==> src/rtl/mod_keygen_subword.sv <==
// AES-256 key-expansion word generator placed after the RotWord shifter.
// Builds w[i] = SubWord(in_word) ^ Rcon ^ w[i-8]. The four S-box lookups share
// one external combinational S-box port, one byte per cycle.
// Both sides use a valid/ready handshake, and only one word is in flight at a time.
module mod_keygen_subword #(
  parameter int NB = 4,
  parameter int BW = 8
) (
  input  logic                   clk,
  input  logic                   rst,
  input  logic                   in_valid,
  output logic                   in_ready,
  input  logic [NB-1:0][BW-1:0]  in_word,
  input  logic [NB-1:0][BW-1:0]  prev_word,
  input  logic                   rcon_en,
  input  logic [3:0]             rcon_idx,
  output logic [BW-1:0]          sbox_addr,
  input  logic [BW-1:0]          sbox_data,
  output logic                   out_valid,
  input  logic                   out_ready,
  output logic [NB-1:0][BW-1:0]  out_word
);

  localparam int CW = (NB > 1) ? $clog2(NB) : 1;
  localparam logic [CW-1:0] CNT_LAST = CW'(NB - 1);

  localparam logic [1:0] ST_IDLE = 2'd0;
  localparam logic [1:0] ST_SUB  = 2'd1;
  localparam logic [1:0] ST_OUT  = 2'd2;

  logic [1:0]              state;
  logic [CW-1:0]           cnt;
  logic [NB-1:0][BW-1:0]   word_q;
  logic [NB-1:0][BW-1:0]   prev_q;
  logic [NB-1:0][BW-1:0]   acc;
  logic [BW-1:0]           rcon_q;
  logic [7:0]              rcon_byte;

  // Round-constant lookup. Indices outside 1..10 quietly give zero.
  always_comb begin
    rcon_byte = 8'h00;
    case (rcon_idx)
      4'd1:    rcon_byte = 8'h01;
      4'd2:    rcon_byte = 8'h02;
      4'd3:    rcon_byte = 8'h04;
      4'd4:    rcon_byte = 8'h08;
      4'd5:    rcon_byte = 8'h10;
      4'd6:    rcon_byte = 8'h20;
      4'd7:    rcon_byte = 8'h40;
      4'd8:    rcon_byte = 8'h80;
      4'd9:    rcon_byte = 8'h1B;
      4'd10:   rcon_byte = 8'h36;
      default: rcon_byte = 8'h00;
    endcase
  end

  // Sequencing: accept a word, walk the four bytes through the S-box, then hold the result until it is taken.
  always_ff @(posedge clk or negedge rst) begin
    if (!rst) begin
      state <= ST_IDLE;
      cnt   <= '0;
    end else begin
      case (state)
        ST_IDLE: begin
          if (in_valid) begin
            state <= ST_SUB;
            cnt   <= '0;
          end
        end
        ST_SUB: begin
          cnt <= cnt + CW'(1);
          if (cnt == CNT_LAST) begin
            state <= ST_OUT;
          end
        end
        ST_OUT: begin
          if (out_ready) begin
            state <= ST_IDLE;
          end
        end
        default: begin
          state <= ST_IDLE;
          cnt   <= '0;
        end
      endcase
    end
  end

  // Input capture happens only on the accepting edge, so upstream may change its inputs afterwards.
  always_ff @(posedge clk or negedge rst) begin
    if (!rst) begin
      word_q <= '0;
      prev_q <= '0;
      rcon_q <= '0;
    end else if (state == ST_IDLE && in_valid) begin
      word_q <= in_word;
      prev_q <= prev_word;
      rcon_q <= rcon_en ? BW'(rcon_byte) : '0;
    end
  end

  // Result bytes are built one per SUB cycle. Rcon is folded only into the leading byte.
  always_ff @(posedge clk or negedge rst) begin
    if (!rst) begin
      acc <= '0;
    end else if (state == ST_SUB) begin
      acc[cnt] <= sbox_data ^ prev_q[cnt] ^ ((cnt == '0) ? rcon_q : '0);
    end
  end

  // The S-box address is parked at zero outside SUB, so the shared S-box sees a quiet bus.
  always_comb begin
    sbox_addr = '0;
    if (state == ST_SUB) begin
      sbox_addr = word_q[cnt];
    end
  end

  assign in_ready  = (state == ST_IDLE);
  assign out_valid = (state == ST_OUT);
  assign out_word  = acc;

endmodule

==> config.mk <==
export PLATFORM = sky130hd
export DESIGN_NAME = mod_keygen_subword
export DESIGN_NICKNAME = d
export VERILOG_FILES = /design/src/rtl/mod_keygen_subword.sv
export SDC_FILE = /design/constraint.sdc
export NUM_CORES = 1
export LEC_CHECK = 0
export CORE_MARGIN = 2
export CORE_UTILIZATION = 45
export DETAILED_ROUTE_END_ITERATION = 6
export PLACE_DENSITY_LB_ADDON = 0.08
export SLEW_MARGIN = 20
export SYNTH_ARGS = -nofsm -noshare
export SYNTH_HDL_FRONTEND = slang
export SYNTH_SLANG_ARGS = --single-unit
==> constraint.sdc <==
create_clock -name clk -period 2.3 [get_ports clk]
set_clock_uncertainty 0.1 [all_clocks]
set_input_delay 0.69 -clock clk [delete_from_list [all_inputs] [get_ports clk]]
set_output_delay 0.69 -clock clk [all_outputs]
set_load 0.005 [all_outputs]
==> impl_results.md <==
* Die height at 108 um
* YS warnings at 0
* Port bufs at 122
* Crit path time final at 2.54 ns
* Antenna cells at 0
* First-pass GRT wire length at 17.9 mm
* RSZ-0062 raised after global routing: yes
* Synth cell count leaders: nand2_1, dfrtp_1, o21ai_1
* Worst Slack Setup Final at -0.243 ns
* Post-Route WL at 10.8 mm
* Clock transition at the registers of the reported paths at 0.11 ns
* Critical path fanouts, max at 4
* Die width at 108 um
* Root buffer selected by CTS: clkbuf_8
* Multi-input logic area at 2050 um2
* H-tree Lvls at 3
* Most used DFF post-synth: dfrtp_1
* Largest area contributor in the netlist: dfrtp_1
* Synth Cell Area at 4840 um2
* Arrival @ worst endpoint at 1.75 ns
* WL/cell at 14.1 um
* Largest net degree at the start of global routing at 45
* Nets@finish at 714
* Initial antenna violation count at 0
* Worst-Skew Late Latency at 0.37 ns
* Setup crit end kind: output port
* Final TNS setup at -1.79 ns
* Place WS at -0.112 ns
* Pwr Total at 8.50 mW
* Vias in the first global route at 3715
* Vias at 3710
* Net Count, Synth at 580
* Placed Instance Area at 6330 um2
* Tightest Pin Transition at 0.447 ns
* Count leader, synth: nand2_1
* GRT Total Usage at 19.9%
* #FFs+latches synth at 108
* ANT nets after route at 0
* Reg-to-reg slack, setup at 0.21 ns
* Fmax at 0.393 GHz
* Setup CP Type: reg -> out
* Cts bufs inserted at 9
* Mapped Cells at 491
* Rel. slew slack at 70.2%
* # rows at 37
* Unique cell type count in the Yosys netlist at 27
* Layout area overhead at 36.4%
* CTS Sinks at 108
* Gpl congestion at 0.761
* # IOs at 123
* CTS Hold Bufs at 0
* Starting Density at 46.6%
* Area contributors post-synth: dfrtp_1, nand2_1, mux4_2
* Async set-reset flop share out of synthesis at 100%
* Peak VDD IR at 604 uV
* Area share of the largest cell type after synthesis at 55.9%
* Tcrit/Tclk final at 111%
* Fillers at 919
* Vias per Instance at 4.84
* Power density cells at 1290 nW/um2
* Status: finished with violations
* Hold Crit Class: in -> async
* Violated checks: negative setup slack
* FF+latch area at 2700 um2
* Startpoint types: flip-flop
* Drt drc at 0
* Sequential element share of the synthesized area at 55.9%
* Worst EP required at 1.51 ns
* Final Slew Violations at 0
* Initial DRC count at 135
* Share of cells above drive strength 1 at 12.4%
* Fin. Hold Viols at 0
* Total of max-cap violations at 0
* EDFF count, synth at 0
* Fin area at 6600 um2
* Core area at 10400 um2
* TritonRoute pass-1 iters at 4
* Dpl hpwl at 7.92 mm
* Final-report setup violation count at 8
* Lkg Pwr at 3.21 nW
* Syn avg cell area at 9.85 um2
* Die footprint at 11600 um2
* Total gr overflow at 0
* CTS Buffer Depth at 2
* CTS tree: done
final timing paths:
kind / from / endpoint / cells after the start
setup / recovery: cnt[0] / sbox_addr[4] / 5
hold / removal: rst / prev_q[3] / 1
setup reg to reg: cnt[0] / out_word[14] / 4
hold reg to reg: word_q[19] / word_q[19] / 2
max in group asynchronous: rst / state[0] / 2
min in group clk: word_q[19] / word_q[19] / 2
layer usage:
| layer | vias to the layer above | share of wire [%] | global-route usage (%) |
|---|---|---|---|
| met5 | - | 0 | 0 |
| met4 | 0 | 1.1 | 6.68 |
| met3 | 9 | 5.4 | 3.21 |
| met2 | 100 | 47 | 32.0 |
| met1 | 1747 | 47 | 27.6 |
| li1 | 1854 | - | - |
worst max-delay path, cell delays in order (launching register included):
cell and delay, ns:
dfrtp_1 0.41, buf_6 0.15, buf_6 0.09, mux4_2 0.48, nor2b_4 0.14, buf_2 0.13
where the power goes:
group	switching, mW	total [mW]	internal, mW
Clock	0.662	1.08	0.416
Sequential	0.457	3.25	2.79
Combinational	1.91	4.18	2.27
Total	3.03	8.50	5.47
metrics by stage:
| step | util (%) | hold WS [ns] | instances |
|---|---|---|---|
| 3_3_place_gp | 61.0 | 0.353 | 743 |
| 4_1_cts | 63.5 | 0.151 | 766 |
| 2_1_floorplan | - | 0.294 | 491 |
| 3_5_place_dp | 61.0 | 0.359 | 743 |
| 6_report | 63.6 | 0.148 | 766 |
| 5_1_grt | 63.6 | 0.162 | 766 |
layout make-up:
type / count / area share (%)
timing repair buffer: 151 / 22.3
inverter: 6 / 0.341
sequential: 108 / 41.0
multi-input combinational: 349 / 31.0
tap: 136 / 2.58
clock inverter: 6 / 0.815
clock buffer: 10 / 1.93
state kept, by name, summed over array words and instances, names as in the netlist:
name	count
out_word	32
prev_q	32
word_q	32
rcon_q	8
cnt	2
state	2
cell usage in the layout, fill, tap and decap left out, types with 5 or more instances in the layout:
cell type and count:
nand2_1 242, clkdlybuf4s50_1 111, dfrtp_1 108, o21ai_1 32
buf_4 18, mux4_2 16, clkbuf_8 9, xor3_1 8
ha_1 8, buf_2 8, buf_6 8, o21ai_0 7
inv_1 6, nor2b_4 6, nor2b_1 5
logic make-up (layout without fill, tap and decap cells):
group | after synthesis | in the layout | share of synthesized area (%)
XOR/XNOR | 9 | 9 | 4.11
multiplexers | 18 | 18 | 7.86
buffers and inverters | 34 | 173 | 2.90
flip-flops | 108 | 108 | 55.9
AO/OA/AOI/OAI | 47 | 47 | 5.25
adder cells (fa/ha/maj) | 8 | 8 | 2.07
AND/OR/NAND/NOR | 267 | 267 | 21.9
what timing repair did:
action,in CTS,in global routing
endpoints found under the setup margin,10,8
gates resized for setup,51,3
setup buffers,7,0
Note: power is estimated with default switching activity, not from simulation.
